File: src/rtl/tc_pkg.sv
// Shared definitions for the memory-mapped timer: state encoding,
// register word offsets, mode values and CTRL bit positions.
package tc_pkg;

  typedef enum logic [1:0] {
    ST_IDLE = 2'd0,
    ST_LOAD = 2'd1,
    ST_CNT  = 2'd2,
    ST_INT  = 2'd3
  } state_t;

  localparam logic [1:0] ADDR_CTRL   = 2'd0;
  localparam logic [1:0] ADDR_PRESET = 2'd1;
  localparam logic [1:0] ADDR_COUNT  = 2'd2;
  localparam logic [1:0] ADDR_RSVD   = 2'd3;

  localparam logic [1:0] MODE_ONESHOT = 2'b00;
  localparam logic [1:0] MODE_RELOAD  = 2'b01;

  localparam int CTRL_EN_BIT  = 0;
  localparam int CTRL_MODE_LO = 1;
  localparam int CTRL_MODE_HI = 2;
  localparam int CTRL_IM_BIT  = 3;

endpackage

File: src/rtl/timer_counter_if.sv
// Word-addressed register bus between the CPU bridge (master) and the timer (slave).
interface timer_counter_if;
  logic [1:0]  addr;
  logic        we;
  logic [31:0] din;
  logic [31:0] dout;
  logic        irq;

  modport master (output addr, output we, output din, input dout, input irq);
  modport slave  (input addr, input we, input din, output dout, output irq);
endinterface

File: src/rtl/timer_counter.sv
// 32-bit down-counting timer with one-shot / auto-reload modes and a
// sticky, maskable expiry flag. Register file, FSM and read mux in one module.
//
// state | meaning
// IDLE  | waiting for CTRL.EN
// LOAD  | copy PRESET into COUNT
// CNT   | decrementing; pauses back to IDLE if EN drops
// INT   | expiry seen; reload or clear EN depending on MODE
module timer_counter
  import tc_pkg::*;
(
  input  logic            clk,
  input  logic            reset,
  timer_counter_if.slave  bus
);

  state_t      state, state_nxt;
  logic        ctrl_en;
  logic [1:0]  ctrl_mode;
  logic        ctrl_im;
  logic [31:0] preset;
  logic [31:0] count, count_nxt;
  logic        irq_flag;
  logic        flag_set;
  logic        ctrl_en_clr;
  logic        ctrl_wr;
  logic        preset_wr;

  assign ctrl_wr   = bus.we && (bus.addr == ADDR_CTRL);
  assign preset_wr = bus.we && (bus.addr == ADDR_PRESET);

  // Next-state, next-count and side-effect strobes for the sequencing FSM.
  always_comb begin
    state_nxt   = state;
    count_nxt   = count;
    flag_set    = 1'b0;
    ctrl_en_clr = 1'b0;
    case (state)
      ST_IDLE: begin
        if (ctrl_en) state_nxt = ST_LOAD;
      end
      ST_LOAD: begin
        count_nxt = preset;
        state_nxt = ST_CNT;
      end
      ST_CNT: begin
        if (!ctrl_en) begin
          state_nxt = ST_IDLE;
        end else if (count > 32'd1) begin
          count_nxt = count - 32'd1;
        end else begin
          // Values of 0 and 1 both expire here, so COUNT never wraps.
          count_nxt = 32'd0;
          flag_set  = 1'b1;
          state_nxt = ST_INT;
        end
      end
      ST_INT: begin
        if (ctrl_mode == MODE_RELOAD) begin
          state_nxt = ST_LOAD;
        end else begin
          ctrl_en_clr = 1'b1;
          state_nxt   = ST_IDLE;
        end
      end
      default: state_nxt = ST_IDLE;
    endcase
  end

  // State and counter registers.
  always_ff @(posedge clk or posedge reset) begin
    if (reset) begin
      state <= ST_IDLE;
      count <= 32'd0;
    end else begin
      state <= state_nxt;
      count <= count_nxt;
    end
  end

  // CTRL register; a CPU write overrides the one-shot EN clear on the same edge.
  always_ff @(posedge clk or posedge reset) begin
    if (reset) begin
      ctrl_en   <= 1'b0;
      ctrl_mode <= MODE_ONESHOT;
      ctrl_im   <= 1'b0;
    end else if (ctrl_wr) begin
      ctrl_en   <= bus.din[CTRL_EN_BIT];
      ctrl_mode <= bus.din[CTRL_MODE_HI:CTRL_MODE_LO];
      ctrl_im   <= bus.din[CTRL_IM_BIT];
    end else if (ctrl_en_clr) begin
      ctrl_en   <= 1'b0;
    end
  end

  // PRESET register; only consumed in LOAD, so mid-count writes apply next reload.
  always_ff @(posedge clk or posedge reset) begin
    if (reset) begin
      preset <= 32'd0;
    end else if (preset_wr) begin
      preset <= bus.din;
    end
  end

  // Sticky expiry flag; setting beats a same-edge clear from a CTRL write.
  always_ff @(posedge clk or posedge reset) begin
    if (reset) begin
      irq_flag <= 1'b0;
    end else if (flag_set) begin
      irq_flag <= 1'b1;
    end else if (ctrl_wr) begin
      irq_flag <= 1'b0;
    end
  end

  // Combinational read mux; the reserved word reads as zero.
  always_comb begin
    bus.dout = 32'd0;
    case (bus.addr)
      ADDR_CTRL:   bus.dout = {28'd0, ctrl_im, ctrl_mode, ctrl_en};
      ADDR_PRESET: bus.dout = preset;
      ADDR_COUNT:  bus.dout = count;
      default:     bus.dout = 32'd0;
    endcase
  end

  assign bus.irq = irq_flag & ctrl_im;

endmodule

File: src/flat_wrapper.sv
// flat-port wrapper written by rule: the top's interface ports become plain ports
module timer_counter_flat import tc_pkg::*;
  (clk, reset, bus_addr, bus_we, bus_din, bus_dout, bus_irq);
  timer_counter_if bus_i ();
  input  logic clk;
  input  logic reset;
  input wire logic [$bits(bus_i.addr)-1:0] bus_addr;
  input wire logic [$bits(bus_i.we)-1:0] bus_we;
  input wire logic [$bits(bus_i.din)-1:0] bus_din;
  output wire logic [$bits(bus_i.dout)-1:0] bus_dout;
  output wire logic [$bits(bus_i.irq)-1:0] bus_irq;
  assign bus_i.addr = bus_addr;
  assign bus_i.we = bus_we;
  assign bus_i.din = bus_din;
  assign bus_dout = bus_i.dout;
  assign bus_irq = bus_i.irq;
  timer_counter u_core (.clk(clk), .reset(reset), .bus(bus_i));
endmodule
File: config.mk
export PLATFORM = sky130hd
export DESIGN_NAME = timer_counter_flat
export DESIGN_NICKNAME = d
export VERILOG_FILES = /design/src/rtl/tc_pkg.sv /design/src/rtl/timer_counter_if.sv /design/src/rtl/timer_counter.sv /design/src/flat_wrapper.sv
export SDC_FILE = /design/constraint.sdc
export NUM_CORES = 1
export LEC_CHECK = 0
export CAP_MARGIN = 20
export CORE_AREA = 2 2 72 108
export CTS_CLUSTER_DIAMETER = 60
export CTS_CLUSTER_SIZE = 25
export DETAILED_ROUTE_END_ITERATION = 7
export DIE_AREA = 0 0 74 110
export PLACE_DENSITY = 0.82
export SYNTH_ARGS = -nofsm -noshare
export SYNTH_HDL_FRONTEND = slang
export SYNTH_SLANG_ARGS = --single-unit
export TNS_END_PERCENT = 20
File: constraint.sdc
create_clock -name clk -period 4.46 [get_ports clk]
set_input_delay 0.446 -clock clk [delete_from_list [all_inputs] [get_ports clk]]
set_output_delay 0.446 -clock clk [all_outputs]
set_load 0.05 [all_outputs]
# Yosys cells after proc, flatten, opt, wreduce, memory -nomap -nowiden
# Index checks and enable logic that the tools add are counted.
op_classes:
  add_sub_neg: 1
  magnitude_cmp: 1
  eq_ne: 9
  mux: 18
  bitwise: 1
  n_reduce_logical: 9
op_table:
  columns: ["operator", "count"]
  rows:
  - ["$pmux W32 S3", 1]
  - ["$mux W32", 2]
  - ["$pmux W32 S2", 1]
  - ["$gt A32 B1 Y1 const B", 1]
  - ["$sub A32 B1 Y32 const B", 1]
  - ["$mux W1", 10]
  - ["$pmux W2 S4", 1]
  - ["$eq A2 B1 Y1 const B", 3]
  - ["$eq A2 B2 Y1 const B", 3]
  - ["$mux W2", 3]
  - ["$reduce_bool A2 Y1", 3]
  - ["$logic_not A2 Y1", 2]
  - ["$ne A2 B1 Y1 const B", 2]
  - ["$reduce_and A2 Y1", 2]
  - ["$ne A3 B3 Y1 const B", 1]
  - ["$logic_and A1 B1 Y1", 2]
  - ["$and A1 B1 Y1", 1]
totals:
  register_bits: 71
  inputBits: 37
  out_inout_bits: 33

# Depth between registers and ports, before layout
logic_depth:
  ltp_word: 5
  depth_mapped: 8

# Worst setup path before layout
# Ideal clock, no wire load.
synth_path:
  path_kind: "input to output"
  from: "input bus_addr[1]"
  to: "output bus_dout[10]"
  arrival_ns: 1.912
  t_required_ns: 4.014
  setup_slack_ns: 2.102
  path_stages: 5
  path_buffers: 3
  path_cell_list: "clkbuf_1 -> nor2b_1 -> clkbuf_1 -> clkbuf_1 -> a22o_1"
synth_via:
  elab_chain_len: 2
  word_cells_on_any_way: 4
synth_rtl:
  columns: ["element", "line", "source"]
  rows:
  - ["start: declaration", "flat_wrapper.sv:7", "input wire logic [$bits(bus_i.addr)-1:0] bus_addr;"]
  - ["$eq A2 B2 Y1, or another cell as far along", "timer_counter.sv:119", "case (bus.addr)"]
  - ["$pmux W32 S3 *", "timer_counter.sv:119", null]
  - ["end: declaration", "flat_wrapper.sv:10", "output wire logic [$bits(bus_i.dout)-1:0] bus_dout;"]
# Mark *: on every way between the ends. The rest lies on a longest branch, timed or not.

# Worst setup path in the final report
layout_path:
  from: "input bus_addr[0]"
  to: "output bus_dout[24]"
# Same word-level chain as after synthesis.

==> summary.txt <==
Logic synthesis
  • Sequential area share after synthesis: a little over two fifths
  • Mapped Nets: 448
  • Largest cells by area after synthesis: dfrtp_1 44%, mux2_2 9.4%, a22o_1 7.3%
  • Post-synth top area share: a little over two fifths
  • Mapped Cells: between 400 and 500
  • Ys async rst share: 100%
  • Synthesized flop and latch total: 71
  • Number of flops mapped to enable cells by yosys: 0
  • Ys flop type: dfrtp_1
  • Synth unique cells: 58
  • Mapped Area: approximately 4000 um2
  • Dominant cell type by area after synthesis: dfrtp_1
  • Total of warnings raised by yosys: 0
  • Mapped Avg Cell Area: 9.98 um2

Timing
  • Final max-slew violation count: 0
  • RSZ-0062 raised after global routing: false
  • Final setup fails: 0
  • Final worst-path cycle share: approximately three quarters
  • Clock Skew: 9.79 ps
  • Slew headroom: just under 40%
  • Least-Margin Pin Slew: 910 ps
  • Final setup margin: 1060 ps
  • F_max: slightly below 0.3 GHz
  • Total negative slack: 0 ps
  • Final Hold Viols: 0
  • Hold Slack: 486 ps
  • Period minus WS final: between 3000 and 4000 ps

Setup path
  • Crit path kind: input port to output port
  • WP depth: 5
  • Max FO, Critical Path: 21
  • Crit. Startpoint: bus_addr[0]
  • RR Endpoint: u_core.count[18]
  • Crit-path slowest cell: clkdlybuf4s50_1
  • R2R depth: 6
  • Bufs and invs on worst path: 3
  • Critical Path AT: between 2000 and 3000 ps
  • CP delay by family, top: buffers and inverters
  • End of the critical path: bus_dout[24]
  • Crit. End Element: output port
  • CP Cell Sequence: clkdlybuf4s50_1, nor2b_2, buf_4, a22o_1, clkdlybuf4s50_1
  • CP Launch Type: input port
  • CP max stage delay: 810 ps
  • R2R setup slack: roughly 1600 ps
  • CP required: 4010 ps
  • Cell mode on critical path: clkdlybuf4s50_1
  • Worst R2R Start: u_core.count[10]

Place
  • Post-DP Area: 4880 um2
  • Worst slack at placement: 1080 ps
  • Port-buffer cells: 69
  • Hpwl dp: between 7 and 8 mm
  • Placed insts: 563
  • Placer congestion estimate: 0.969

Routing
  • Routed Antenna Nets: 0
  • Number of remaining DRC errors: 0
  • First-pass detailed-route iteration total: 5
  • DR vias/cell: 6.55
  • DRT iter0 DRCs: 378
  • Routed via count: about 3800
  • Post-Route WL: 11.0 mm
  • WL/cell: 19.1 um

Finish
  • Commonest cells after routing, fill and taps aside: 71 x dfrtp_1, 69 x clkdlybuf4s50_1, 36 x nand2_1
  • Fin util: approximately 70%
  • Area grow syn2layout: 23.7%
  • Layout cells sized above 1: ~16%
  • Fin nets: 513
  • Commonest non-fill, non-tap cell in the layout: dfrtp_1
  • Diode count: 0
  • Cell area after layout: 5050 um2
  • Non-filler cells, final: slightly below 600

CTS
  • CTS Sinks: 71
  • H-tree levels: 3
  • Reg clk slew, reported paths: 70 ps
  • CTS tree: done
  • Clk_lat worst skew: 360 ps
  • Resize count post-CTS: 0
  • Root Buffer: clkbuf_8
  • CTS Hold Buffers Added: 0
  • Setup Buffers After CTS: 0
  • Max clock buf depth: 2
  • Number of buffers created by CTS: 9

Die
  • Die area: around 8100 um2
  • Die Y: 110 um
  • Io pins: 70
  • Core region area: 7180 um2
  • Core Rows: 38
  • Die width: 74 um
  • Initial Util: 56.8%

Power
  • LEAKAGE: 2.05 nW
  • Max VDD drop: 0.000375 V
  • PwrDens: between 500 and 600 nW/um2
  • Final Power: 2.96 mW

Global routing
  • Tot GR Track Use: 29.1%
  • Initial antenna violation count: 0
  • Global-route wire length before repair: 18.0 mm
  • Grt ovf: 0
  • Largest net degree at the start of global routing: 43
  • Number of global-route vias before repair: 3626

Hold path
  • Worst Hold Class: input port to asynchronous set/reset pin

Outcome
  • Status: completed

Job
  • Max-cap violations: 0
power by group:
part	switching, mW	internal [mW]
registers	0.301	0.861
clock network	0.227	0.226
logic	0.781	0.562
total	1.31	1.65
metal layers:
layer	wire, um	up-vias	GRT usage [%]
met4	318	0	14.7
li1	-	1712	-
met2	5640	161	48.2
met1	4450	1879	36.8
met5	0	-	0
met3	616	25	4.27
cell families (layout without fill, tap and decap cells):
kind of cell	count (synthesis)	after routing	synth area share, %
buf+inv	37	105	3.71
compound gates	128	128	23.5
simple gates	129	129	17.3
fa+ha+maj	2	2	0.613
flops	71	71	43.5
mux	42	42	11.3
flip-flops by register name (all words and copies together) (netlist names):
| register | flops |
|---|---|
| u_core.state | 2 |
| u_core.ctrl_en | 1 |
| u_core.count | 32 |
| u_core.irq_flag | 1 |
| u_core.ctrl_mode | 2 |
| u_core.preset | 32 |
| u_core.ctrl_im | 1 |
cell usage after synthesis, types with 2 or more instances:
master,instances
dfrtp_1,71
nand2_1,36
a22o_1,34
mux2_2,34
clkbuf_1,19
o21ai_0,18
nor2_1,14
a21oi_1,13
and3_1,12
nor3_1,11
nand4_1,10
inv_1,9
nand3_1,9
a31oi_1,8
mux2i_1,8
o211ai_1,7
a22oi_1,6
o31ai_1,6
o41ai_1,6
or3_1,6
nor2b_1,5
nor4_1,5
a31o_2,4
nand2b_1,4
o22ai_1,4
a221o_1,3
and2_1,3
buf_1,3
buf_2,3
a32oi_1,2
a41oi_1,2
ha_1,2
nand3b_1,2
nor4_2,2
o311ai_0,2
o31a_1,2
o41a_1,2
or4_1,2
how the worst min path moves through the flow:
stage,end,depth (start not counted),slack [ps],start
5_1_grt,u_core.preset[12],2,550,reset
3_5_place_dp,u_core.irq_flag,2,500,u_core.irq_flag
4_1_cts,u_core.preset[5],2,500,reset
3_3_place_gp,u_core.irq_flag,2,460,u_core.irq_flag
6_report,u_core.preset[5],2,490,reset
2_1_floorplan,u_core.irq_flag,2,440,u_core.irq_flag
final cells by class:
type | count | area, um2
Clock buffer | 13 | 159
Clock inverter | 1 | 5.00
Fill cell | 575 | 2130
Inverter | 10 | 37.5
Multi-Input combinational cell | 301 | 2160
Sequential cell | 71 | 1780
Tap cell | 100 | 125
Timing Repair Buffer | 81 | 781
No activity file was read; power rests on OpenSTA's default activity.
